File: src/rtl/fetch_stage.sv
// fetch_stage: PC, single-outstanding imem handshake, skid buffer and IF/ID register.
// Define FETCH_PERF_CNT_EN to add the perf_fetched/perf_stall/perf_flush counters.
module fetch_stage #(
   parameter logic [31:0] RESET_PC  = 32'h0000_0000,
   parameter int          IMM_SHIFT = 2
) (
   input  logic        clk,
   input  logic        rst_n,
   input  logic        stall,
   input  logic        beq,
   input  logic        bne,
   input  logic        jump,
   input  logic        zero,
   output logic        imem_req,
   output logic [31:0] imem_addr,
   input  logic        imem_ready,
   input  logic [31:0] imem_rdata,
   output logic        id_valid,
   output logic [31:0] id_instr,
   output logic [31:0] id_pc4,
   output logic [5:0]  opcode,
   output logic [5:0]  funct,
   output logic        redirect
`ifdef FETCH_PERF_CNT_EN
   ,
   output logic [31:0] perf_fetched,
   output logic [31:0] perf_stall,
   output logic [31:0] perf_flush
`endif
);
   typedef enum logic [1:0] {BOOT, FETCH, HOLD, DISCARD} state_t;
   state_t      state_q, state_d;
   logic [31:0] pc_q, pc_d, stale_q, stale_d;
   logic [31:0] id_instr_q, id_instr_d, id_pc4_q, id_pc4_d;
   logic [31:0] skid_instr_q, skid_instr_d, skid_pc4_q, skid_pc4_d;
   logic        id_valid_q, id_valid_d;
   logic [31:0] pc4, br_tgt, j_tgt, tgt;
   assign pc4       = pc_q + 32'd4;
   assign br_tgt    = id_pc4_q + ({{16{id_instr_q[15]}}, id_instr_q[15:0]} << IMM_SHIFT);
   assign j_tgt     = {id_pc4_q[31:28], id_instr_q[25:0], 2'b00};
   assign tgt       = jump ? j_tgt : br_tgt;
   assign redirect  = id_valid_q & ~stall & ((beq & zero) | (bne & ~zero) | jump);
   assign imem_req  = (state_q == FETCH) | (state_q == DISCARD);
   assign imem_addr = (state_q == DISCARD) ? stale_q : pc_q;
   assign id_valid  = id_valid_q;
   assign id_instr  = id_instr_q;
   assign id_pc4    = id_pc4_q;
   assign opcode    = id_instr_q[31:26];
   assign funct     = id_instr_q[5:0];
   always_comb begin
      state_d      = state_q;
      pc_d         = pc_q;
      stale_d      = stale_q;
      id_instr_d   = id_instr_q;
      id_pc4_d     = id_pc4_q;
      id_valid_d   = id_valid_q;
      skid_instr_d = skid_instr_q;
      skid_pc4_d   = skid_pc4_q;
      case (state_q)
         BOOT: state_d = FETCH;
         FETCH: begin
            if (redirect) begin
               pc_d       = tgt;
               id_valid_d = 1'b0;
               // the in-flight request must still be retired at its old address
               if (!imem_ready) begin
                  stale_d = pc_q;
                  state_d = DISCARD;
               end
            end else if (imem_ready && !stall) begin
               id_instr_d = imem_rdata;
               id_pc4_d   = pc4;
               id_valid_d = 1'b1;
               pc_d       = pc4;
            end else if (imem_ready) begin
               skid_instr_d = imem_rdata;
               skid_pc4_d   = pc4;
               pc_d         = pc4;
               state_d      = HOLD;
            end else if (!stall) begin
               id_valid_d = 1'b0;
            end
         end
         HOLD: begin
            if (redirect) begin
               pc_d       = tgt;
               id_valid_d = 1'b0;
               state_d    = FETCH;
            end else if (!stall) begin
               id_instr_d = skid_instr_q;
               id_pc4_d   = skid_pc4_q;
               id_valid_d = 1'b1;
               state_d    = FETCH;
            end
         end
         DISCARD: begin
            id_valid_d = 1'b0;
            if (imem_ready) state_d = FETCH;
         end
         default: state_d = BOOT;
      endcase
   end
   always_ff @(posedge clk or negedge rst_n) begin
      if (!rst_n) begin
         state_q      <= BOOT;
         pc_q         <= RESET_PC;
         stale_q      <= '0;
         id_instr_q   <= '0;
         id_pc4_q     <= '0;
         id_valid_q   <= 1'b0;
         skid_instr_q <= '0;
         skid_pc4_q   <= '0;
      end else begin
         state_q      <= state_d;
         pc_q         <= pc_d;
         stale_q      <= stale_d;
         id_instr_q   <= id_instr_d;
         id_pc4_q     <= id_pc4_d;
         id_valid_q   <= id_valid_d;
         skid_instr_q <= skid_instr_d;
         skid_pc4_q   <= skid_pc4_d;
      end
   end
`ifdef FETCH_PERF_CNT_EN
   logic [31:0] perf_fetched_q, perf_stall_q, perf_flush_q;
   logic        fetched_inc;
   assign fetched_inc  = ~redirect & ~stall & (((state_q == FETCH) & imem_ready) | (state_q == HOLD));
   assign perf_fetched = perf_fetched_q;
   assign perf_stall   = perf_stall_q;
   assign perf_flush   = perf_flush_q;
   always_ff @(posedge clk or negedge rst_n) begin
      if (!rst_n) begin
         perf_fetched_q <= '0;
         perf_stall_q   <= '0;
         perf_flush_q   <= '0;
      end else begin
         perf_fetched_q <= perf_fetched_q + {31'd0, fetched_inc};
         perf_stall_q   <= perf_stall_q + {31'd0, stall};
         perf_flush_q   <= perf_flush_q + {31'd0, redirect};
      end
   end
`endif
endmodule

File: config.mk
export PLATFORM = sky130hd
export DESIGN_NAME = fetch_stage
export DESIGN_NICKNAME = d
export VERILOG_FILES = /design/src/rtl/fetch_stage.sv
export SDC_FILE = /design/constraint.sdc
export NUM_CORES = 1
export LEC_CHECK = 0
export ABC_CLOCK_PERIOD_IN_PS = 5900
export CORE_UTILIZATION = 60
export CTS_CLUSTER_DIAMETER = 30
export DETAILED_ROUTE_END_ITERATION = 10
export PLACE_DENSITY = 0.86
export SYNTH_ARGS = -nofsm -noshare
export SYNTH_HDL_FRONTEND = slang
export SYNTH_SLANG_ARGS = --single-unit
File: constraint.sdc
create_clock -name clk -period 5.9 [get_ports clk]
set_input_delay 1.18 -clock clk [delete_from_list [all_inputs] [get_ports clk]]
set_output_delay 1.18 -clock clk [all_outputs]
set_load 0.005 [all_outputs]
After elaboration in Yosys (flattened, before gate mapping)
Index checks and enable logic that the tools add are counted.

storage, ports and cells
  register bits = 195
  input port bits = 40

cells by class
  equal/unequal tests = 16
  reductions and logical operators = 11
  multiplexer cells = 32
  bitwise operators = 12
  add/subtract/negate cells = 2

operators by type and width
  operator                                                                number
  32-bit two-way mux                                                      14
  32-bit one-hot mux with 2 select lines                                  3
  32-bit by 3-bit adder with 32-bit output (second input constant)        1
  32-bit adder                                                            1
  2-bit two-way mux                                                       7
  3-bit != test (second input constant)                                   4
  4-bit by 3-bit != test with 1-bit output (second input constant)        3
  2-bit != test (second input constant)                                   5
  5-bit AND reduction                                                     2
  2-bit one-hot mux with 4 select lines                                   1
  4-bit AND reduction                                                     2
  1-bit two-way mux                                                       6
  3-bit AND reduction                                                     2
  1-bit NOT                                                               5
  1-bit AND                                                               4
  2-bit equality test (second input constant)                             2
  1-bit OR                                                                3
  1-bit one-hot mux with 3 select lines                                   1
  3-bit nonzero test                                                      1
  2-bit by 1-bit equality test with 1-bit output (second input constant)  1
  2-bit logical NOT                                                       1
  2-bit by 1-bit != test with 1-bit output (second input constant)        1
  2-bit nonzero test                                                      1
  1-bit logical AND                                                       1
  1-bit logical NOT                                                       1

Logic depth before layout (Yosys ltp)
Gate-level depths: netlist of run 1.

  word-level depth = 7
  gate-level depth with buffers = 12

Worst setup path before layout of run 1
OpenSTA, ideal clock, no wires.

  path type = input to output
  start = in zero
  end = out redirect
  data arrival time = 1716 ps
  setup slack = 3004 ps
  stages on the path = 4
  path through = mux2i_1 nand2_1 and3_1 buf_4

on the way
  word-level cells in the longest chain between the ends = 5

RTL lines
  item                       line  text
  from (decl)                13    input logic zero,
  1-bit NOT                  42    assign redirect = id_valid_q & ~stall & ((beq & zero) | (bne & ~zero) | jump);
  1-bit AND                  42
  1-bit OR (*) (2 in a row)  42
  1-bit AND (*)              42
  to (decl)                  23    output logic redirect

Mark *: on every way between the ends. The rest lies on a longest branch, timed or not.

Worst setup path after layout of run 1
  start = in jump
  end = out redirect

on the way
  word-level cells in the longest chain between the ends = 2

RTL lines
  item         line  text
  from (decl)  12    input logic jump,
  1-bit OR     42
  1-bit AND    42

Every way passes these cells.

==> results.sh, run 1 <==
export IMPL_crit_path_max_fanout=13
export IMPL_rrSetupSlack_ns=2.65
export IMPL_areaGrowthSynthToFinish_pct=18.9
export IMPL_power_per_cell_area_nw_per_um2=576
export IMPL_status="finished, violations left"
export IMPL_fin_area_sq_um=13300
export IMPL_pin_count=151
export IMPL_gr_total_overflow=0
export IMPL_async_flop_share=1.00
export IMPL_post_cts_repair_setup_buffers=0
export IMPL_ctsHoldBuffers=0
export IMPL_synth_top_area_share=0.438
export IMPL_timing_hold_ws_ns=0.482
export IMPL_skew_ns=0.0105
export IMPL_setup_viol=0
export IMPL_holdPathStages=2
export IMPL_worstMarginPinSlew_ns=1.10
export IMPL_cts_root_buf="clkbuf_16"
export IMPL_placedCellCount=1487
export IMPL_slew_headroom=0.268
export IMPL_crit_path_start_kind="input port"
export IMPL_fin_crit_ns=4.29
export IMPL_finalNonFillerCells=1518
export IMPL_clockBufferDepth=2
export IMPL_clock_sinks=195
export IMPL_synth_most_common_cell="dfrtp_1"
export IMPL_finalHoldViolations=0
export IMPL_clock_fmax_mhz=233
export IMPL_grt_pass1_wl_um=48600
export IMPL_start_util=0.617
export IMPL_place_port_buffers=150
export IMPL_ys_ff_latch=195
export IMPL_yosys_warnings=0
export IMPL_fin_tns_setup_ns=0
export IMPL_syn_cell_area_sq_um=11200
export IMPL_globalplace_congestion=0.941
export IMPL_worst_r2r_path_depth=10
export IMPL_max_cap_violations=0
export IMPL_die_x_um=138
export IMPL_drv_slew=0
export IMPL_vias=9424
export IMPL_drc_errors=12
export IMPL_finalCritPeriodShare=0.727
export IMPL_syn_nets=1255
export IMPL_ant_nets=0
export IMPL_critical_path_class="in -> out"
export IMPL_grt_max_degree=125
export IMPL_violations="DRC"
export IMPL_yosysSeqAreaShare=0.438
export IMPL_synth_edf_count=0
export IMPL_arrival_ns=3.11
export IMPL_clk_latency_ns=0.44
export IMPL_end_kind="output pin"
export IMPL_cts_tree="done"
export IMPL_required_ns=4.72
export IMPL_clk_pin_slew_worst_paths_ns=0.07
export IMPL_die_area_sq_um=19100
export IMPL_setup_slack_ns=1.61
export IMPL_vias_per_cell=6.21
export IMPL_ir_drop_v=0.000503
export IMPL_post_cts_resized=0
export IMPL_postSynthAreaPerCell_sq_um=9.45
export IMPL_grt_usage=0.322
export IMPL_synth_cells=1180
export IMPL_netlist_cell_type_count=73
export IMPL_synth_top_cells_by_count="195 x dfrtp_1, 181 x nand2_1, 140 x o21ai_0, 100 x mux2_2, 74 x nor2_1"
export IMPL_dpl_instance_area_sq_um=12700
export IMPL_fp_row_count=49
export IMPL_power_leakage_uw=0.00564
export IMPL_routed_wl_um=29900
export IMPL_cts_buffers=17
export IMPL_synth_flop_cell="dfrtp_1"
export IMPL_grt_antenna_before_repair=0
export IMPL_synth_area_leader_cell="dfrtp_1"
export IMPL_die_h_um=138
export IMPL_cts_htree_levels=4
export IMPL_core_area_sq_um=18100
export IMPL_drt_pass1_iterations=8
export IMPL_diodes=0
export IMPL_drive_above_1_share=0.126
export IMPL_yosys_top_cells_area="dfrtp_1 44%, mux2_2 10%, o21ai_0 6.3%"
export IMPL_dp_hpwl_um=20400
export IMPL_num_nets_final=1352
export IMPL_grt_setup_unrepaired="false"
export IMPL_hp_class="reg -> reg"
export IMPL_routedWlPerCell_um=19.7
export IMPL_initialDrtViolationCount=790
export IMPL_dp_slack_ns=1.65
export IMPL_grt_pass1_vias=9236
[through the flow]
stage          total power, uW   util
6_report                  7640  0.733
3_3_place_gp              6260  0.701
4_1_cts                   7610  0.733
5_1_grt                   8150  0.733
2_1_floorplan             4890      -
3_5_place_dp              6420  0.701
[worst max-delay path: stages]
cell and delay [ns]:
clkdlybuf4s50_1 0.50, inv_1 0.28, nand2_1 0.14, and3_1 0.42, clkdlybuf4s50_1 0.58
[where the power goes]
part / leakage [uW] / internal (uW) / switching (uW)
Sequential: 0.00244 / 1930 / 620
Clock: 0.000279 / 621 / 533
Combinational: 0.00292 / 1860 / 2080
Total: 0.00564 / 4410 / 3230
[state kept, by name (all words and copies together) (netlist names)]
name	flops
id_valid	1
id_pc4	32
skid_pc4_q	32
state_q	2
id_instr	32
stale_q	32
pc_q	32
skid_instr_q	32
[final cells by class]
cell class	instances	area, sq um
well taps	229	287
clock buffers	22	474
flip-flops and latches	195	4880
inverters	22	82.6
clock inverters	9	97.6
fillers	1301	4830
multi-input cells	881	5850
repair buffers	160	1580
[final timing paths]
| path | startpoint | end |
|---|---|---|
| max reg2reg | id_instr[0] | pc_q[28] |
| max in group asynchronous | rst_n | pc_q[19] |
| max | jump | redirect |
| min in group asynchronous | rst_n | stale_q[28] |
| min reg2reg | skid_pc4_q[21] | skid_pc4_q[21] |
| min | skid_pc4_q[21] | skid_pc4_q[21] |
[routing by layer]
layer / up-vias / global-route usage / wire length [um]
met1: 4594 / 0.394 / 11500
met4: 0 / 0.127 / 934
li1: 4361 / - / -
met3: 71 / 0.0682 / 2160
met5: - / 0 / 0
met2: 398 / 0.555 / 15300
[cells in the final DEF (no fill, tap or decap), types with 25 or more instances in the layout]
master / count
a21oi_1: 71
clkdlybuf4s50_1: 149
dfrtp_1: 195
ha_1: 33
mux2_2: 100
mux2i_1: 50
nand2_1: 181
nand3_1: 25
nor2_1: 74
o21ai_0: 139
xnor2_1: 28
[kinds of logic (layout without fill, tap and decap cells)]
family                   after synthesis  after routing  share of synthesized area
AO/OA/AOI/OAI                        305            305                      0.159
buffers and inverters                104            213                     0.0412
flip-flops                           195            195                      0.438
multiplexers                         150            150                      0.146
AND/OR/NAND/NOR                      346            346                      0.140
XOR/XNOR                              45             45                     0.0360
adder cells (fa/ha/maj)               35             35                     0.0399
Note: power is estimated with default switching activity, not from simulation.
==> run 2: changes to the inputs <==
==> config.mk (replaced) <==
export PLATFORM = sky130hd
export DESIGN_NAME = fetch_stage
export DESIGN_NICKNAME = d
export VERILOG_FILES = /design/src/rtl/fetch_stage.sv
export SDC_FILE = /design/constraint.sdc
export NUM_CORES = 1
export LEC_CHECK = 0
export ABC_CLOCK_PERIOD_IN_PS = 4000
export CORE_UTILIZATION = 56
export CTS_CLUSTER_DIAMETER = 30
export DETAILED_ROUTE_END_ITERATION = 10
export PLACE_DENSITY = 0.81
export SYNTH_ARGS = -nofsm -noshare
export SYNTH_HDL_FRONTEND = slang
export SYNTH_SLANG_ARGS = --single-unit
==> constraint.sdc (replaced) <==
create_clock -name clk -period 4 [get_ports clk]
set_input_delay 0.8 -clock clk [delete_from_list [all_inputs] [get_ports clk]]
set_output_delay 0.8 -clock clk [all_outputs]
set_load 0.005 [all_outputs]
==> run 2 against run 1 <==
The flow now finishes without violations. Clock skew increased by 0.0077 ns. Sequential power is 47% higher. Sequential share of layout area decreased by 0.30 points. Count of clock-buffer cells in the layout down 3. Cell count increased by 2.8%. Setup slack worse by 0.99 ns. Critical path depth is the same. Critical path type unchanged. Largest cell class unchanged. Largest power group unchanged.
==> results.sh, run 2 (same netlist as run 1, synthesis figures left out) <==
export IMPL_fp_row_count=51
export IMPL_top_usage_layer="met2"
export IMPL_fin_area_sq_um=13400
export IMPL_status="finished clean"
export IMPL_internal_power_uw=6450
export IMPL_cp_buffers_inverters=3
export IMPL_fin_crit_ns=3.38
export IMPL_drt_pass1_iterations=6
export IMPL_ir_drop_v=0.000725
export IMPL_diodes=0
export IMPL_multi_input_area_sq_um=5850
export IMPL_finalCritPeriodShare=0.846
export IMPL_grt_usage=0.303
export IMPL_final_cell_mix="195 x dfrtp_1, 181 x nand2_1, 149 x clkdlybuf4s50_1"
export IMPL_pin_count=151
export IMPL_ant_nets=0
export IMPL_required_ns=3.20
export IMPL_clockBufferDepth=2
export IMPL_critical_path_class="in -> out"
export IMPL_clk_latency_ns=0.45
export IMPL_initialDrtViolationCount=758
export IMPL_post_cts_resized=0
export IMPL_dpl_instance_area_sq_um=12800
export IMPL_grt_setup_unrepaired="false"
export IMPL_crit_path_frequent_cell="clkdlybuf4s50_1"
export IMPL_clock_fmax_mhz=296
export IMPL_max_cap_violations=0
export IMPL_globalplace_congestion=0.909
export IMPL_core_area_sq_um=19500
export IMPL_die_x_um=143
export IMPL_end_kind="output pin"
export IMPL_setup_viol=0
export IMPL_utilization=0.687
export IMPL_met1_usage=0.374
export IMPL_p_seq_frac=0.335
export IMPL_p_sw_frac=0.427
export IMPL_grt_pass1_wl_um=47500
export IMPL_cts_root_buf="clkbuf_16"
export IMPL_skew_ns=0.0182
export IMPL_dp_hpwl_um=21100
export IMPL_hp_class="in -> async"
export IMPL_die_area_sq_um=20500
export IMPL_die_h_um=143
export IMPL_use_met2=0.515
export IMPL_crit_path_max_fanout=11
export IMPL_grt_max_degree=129
export IMPL_fin_tns_setup_ns=0
export IMPL_clkPwrFrac=0.147
export IMPL_nFillCells=1495
export IMPL_slowest_stage="clkdlybuf4s50_1"
export IMPL_slew_headroom=0.317
export IMPL_start_util=0.573
export IMPL_place_port_buffers=150
export IMPL_post_cts_repair_setup_buffers=0
export IMPL_arrival_ns=2.58
export IMPL_routedWlPerCell_um=18.9
export IMPL_drv_slew=0
export IMPL_routed_wl_um=29500
export IMPL_areaGrowthSynthToFinish_pct=19.9
export IMPL_grt_antenna_before_repair=1
export IMPL_final_common_cell="dfrtp_1"
export IMPL_timing_hold_ws_ns=0.386
export IMPL_num_nets_final=1358
export IMPL_drive_above_1_share=0.131
export IMPL_cts_tree="done"
export IMPL_critPathMaxStageDelay_ns=0.59
export IMPL_worstMarginPinSlew_ns=1.02
export IMPL_power_per_cell_area_nw_per_um2=841
export IMPL_vias_per_cell=5.94
export IMPL_vias=9269
export IMPL_power_switching_uw=4800
export IMPL_use_met3=0.0584
export IMPL_power_leakage_uw=0.00566
export IMPL_finalHoldViolations=0
export IMPL_worstPathCellList="clkdlybuf4s50_1 -> inv_1 -> nand2_1 -> and3_1 -> clkdlybuf4s50_1"
export IMPL_drc_errors=0
export IMPL_clock_sinks=195
export IMPL_grt_pass1_vias=8998
export IMPL_ctsHoldBuffers=0
export IMPL_clk_pin_slew_worst_paths_ns=0.07
export IMPL_crit_path_start_kind="input port"
export IMPL_cp_top_family="buffers and inverters"
export IMPL_gr_total_overflow=0
export IMPL_seqCellArea_sq_um=4880
export IMPL_cts_buffers=17
export IMPL_p_comb_frac=0.518
export IMPL_cts_htree_levels=4
[run 2: power by group through the flow]
stage	logic, uW	registers, uW	clock network [uW]
after floorplan	3780	3430	0
after global placement	5630	3720	0
after global routing	6440	3870	1750
final	5830	3760	1650
after CTS	5840	3750	1660
after detailed placement	5790	3770	0
[run 2: cell type report]
| class | instances | area share |
|---|---|---|
| Multi-Input combinational cell | 881 | 0.438 |
| Timing Repair Buffer | 166 | 0.124 |
| Clock buffer | 19 | 0.0324 |
| Clock inverter | 13 | 0.00908 |
| Sequential cell | 195 | 0.365 |
| Inverter | 22 | 0.00618 |
| Tap cell | 265 | 0.0248 |
[run 2: worst paths after layout]
kind,from,end,slack [ns],cells past startpoint
max in group asynchronous,rst_n,stale_q[11],2.65,2
min reg2reg,skid_pc4_q[24],skid_pc4_q[24],0.48,2
max reg2reg,id_instr[0],pc_q[26],0.76,10
min,rst_n,stale_q[29],0.39,1
max,jump,redirect,0.62,5
min in group clk,skid_pc4_q[24],skid_pc4_q[24],0.48,2
[run 2: through the flow]
step           total power, uW  cells  worst slack, ns
6_report                 11200   1561            0.616
3_3_place_gp              9350   1529            0.622
3_5_place_dp              9560   1529            0.627
5_1_grt                  12100   1561            0.588
4_1_cts                  11200   1561            0.616
2_1_floorplan             7220   1180             1.50
[run 2: per-layer routing]
layer	up-vias	wire, um
met4	2	970
met5	-	13
li1	4382	-
met1	4521	12100
met3	72	1590
met2	292	14800
==> run 3: changes to the inputs <==
--- a/config.mk
+++ b/config.mk
@@ -5,7 +5,7 @@
 export SDC_FILE = /design/constraint.sdc
 export NUM_CORES = 1
 export LEC_CHECK = 0
-export ABC_CLOCK_PERIOD_IN_PS = 4000
+export ABC_CLOCK_PERIOD_IN_PS = 3200
 export CORE_UTILIZATION = 56
 export CTS_CLUSTER_DIAMETER = 30
 export DETAILED_ROUTE_END_ITERATION = 10
==> constraint.sdc (replaced) <==
create_clock -name clk -period 3.2 [get_ports clk]
set_input_delay 0.64 -clock clk [delete_from_list [all_inputs] [get_ports clk]]
set_output_delay 0.64 -clock clk [all_outputs]
set_load 0.005 [all_outputs]
==> run 3 against run 2 <==
Design area up 2.0%. Count of clock-buffer cells in the layout down 1. Largest power group unchanged. Clock power up 37%. Largest cell class unchanged. Combinational power up 31%. Highest routed layer is now met4.
==> results.sh, run 3 (same netlist as run 1, synthesis figures left out) <==
export IMPL_status="finished clean"
export IMPL_clock_sinks=195
export IMPL_core_area_sq_um=19500
export IMPL_grt_pass1_vias=9321
export IMPL_p_comb_frac=0.524
export IMPL_worstMarginPinSlew_ns=0.765
export IMPL_setup_viol=0
export IMPL_setup_slack_ns=0.134
export IMPL_start_util=0.573
export IMPL_die_area_sq_um=20500
export IMPL_crit_path_start_kind="flop"
export IMPL_power_switching_uw=6120
export IMPL_required_ns=2.56
export IMPL_fp_row_count=51
export IMPL_areaGrowthSynthToFinish_pct=22.2
export IMPL_arrival_ns=2.43
export IMPL_dpl_instance_area_sq_um=13000
export IMPL_clock_fmax_mhz=326
export IMPL_fin_crit_ns=3.07
export IMPL_routed_wl_um=30400
export IMPL_max_cap_violations=0
export IMPL_grt_max_degree=81
export IMPL_ir_drop_v=0.000716
export IMPL_placedCellCount=1546
export IMPL_final_cell_mix="195 x dfrtp_1, 181 x nand2_1, 149 x clkdlybuf4s50_1"
export IMPL_hp_class="in -> async"
export IMPL_grt_antenna_before_repair=0
export IMPL_die_h_um=143
export IMPL_met1_usage=0.382
export IMPL_globalplace_congestion=0.915
export IMPL_clockBufferDepth=2
export IMPL_finalNonFillerCells=1578
export IMPL_clk_pin_slew_worst_paths_ns=0.08
export IMPL_clk_latency_ns=0.45
export IMPL_use_met2=0.524
export IMPL_cts_root_buf="clkbuf_16"
export IMPL_place_port_buffers=150
export IMPL_grt_setup_unrepaired="false"
export IMPL_cts_htree_levels=4
export IMPL_grt_usage=0.310
export IMPL_pin_count=151
export IMPL_diodes=0
export IMPL_finalCritPeriodShare=0.958
export IMPL_p_sw_frac=0.422
export IMPL_fin_area_sq_um=13600
export IMPL_crit_path_max_fanout=35
export IMPL_cts_tree="done"
export IMPL_internal_power_uw=8400
export IMPL_drt_pass1_iterations=6
export IMPL_cts_buffers=17
export IMPL_gr_total_overflow=0
export IMPL_utilization=0.700
export IMPL_dp_slack_ns=0.261
export IMPL_vias=9380
export IMPL_fin_tns_setup_ns=0
export IMPL_top_usage_layer="met2"
export IMPL_p_seq_frac=0.320
export IMPL_final_common_cell="dfrtp_1"
export IMPL_routedWlPerCell_um=19.3
export IMPL_end_kind="output pin"
export IMPL_drive_above_1_share=0.144
export IMPL_ant_nets=0
export IMPL_grt_pass1_wl_um=48300
export IMPL_vias_per_cell=5.94
export IMPL_worst_r2r_path_depth=9
export IMPL_critical_path_class="reg -> out"
export IMPL_num_nets_final=1375
export IMPL_rrSetupSlack_ns=0.22
export IMPL_nFillCells=1476
export IMPL_power_leakage_uw=0.00582
export IMPL_power_per_cell_area_nw_per_um2=1070
export IMPL_slew_headroom=0.490
export IMPL_r2r_end="pc_q[23]"
export IMPL_use_met3=0.0584
export IMPL_clkPwrFrac=0.156
export IMPL_drv_slew=0
export IMPL_finalHoldViolations=0
export IMPL_dp_hpwl_um=21700
export IMPL_multi_input_area_sq_um=5860
export IMPL_drc_errors=0
export IMPL_r2r_start="id_instr[15]"
export IMPL_initialDrtViolationCount=787
export IMPL_seqCellArea_sq_um=4880
export IMPL_skew_ns=0.0136
export IMPL_ctsHoldBuffers=0
export IMPL_die_x_um=143
## run 3: final cells by class
type | instances | share of cell area
clock buffers | 18 | 0.0315
clock inverters | 14 | 0.0140
inverters | 22 | 0.00606
multi-input cells | 881 | 0.430
flip-flops and latches | 195 | 0.358
well taps | 265 | 0.0243
repair buffers | 183 | 0.136
## run 3: worst max-delay path by stage
stage          depth (start not counted)             to   startpoint
3_5_place_dp                           8   id_instr[14]         jump
6_report                               4  imem_addr[24]   state_q[0]
2_1_floorplan                         10       pc_q[28]  id_instr[0]
4_1_cts                                4  imem_addr[24]   state_q[0]
5_1_grt                                4  imem_addr[24]   state_q[1]
3_3_place_gp                           5       redirect         jump
## run 3: power groups by stage
stage	Combinational, uW	Clock, uW	Sequential (uW)
final	7610	2260	4640
after global placement	7320	0	4590
after floorplan	4730	0	4290
after CTS	7580	2290	4620
after detailed placement	7490	0	4650
after global routing	8370	2370	4760
## run 3: layer usage
layer / vias up / wire [um]
met3: 84 / 1690
li1: 4400 / -
met5: - / 0
met1: 4550 / 12400
met4: 0 / 1240
met2: 346 / 15000
## run 3: repair_timing
action	4_1_cts	5_1_grt
setup buffers	0	0
endpoints found under the setup margin	0	1
gates resized for setup	0	1
## run 3: per-stage QoR
step	power (uW)	hold slack [ns]
final	14500	0.212
after detailed placement	12100	0.471
after global routing	15500	0.271
after floorplan	9020	0.344
after global placement	11900	0.462
after CTS	14500	0.245
## run 3: critical path, cell delays in order, from the launching register on
cell             delay [ns]
dfrtp_1                0.43
ha_1                   0.25
buf_4                  0.42
mux2_2                 0.40
clkdlybuf4s50_1        0.45
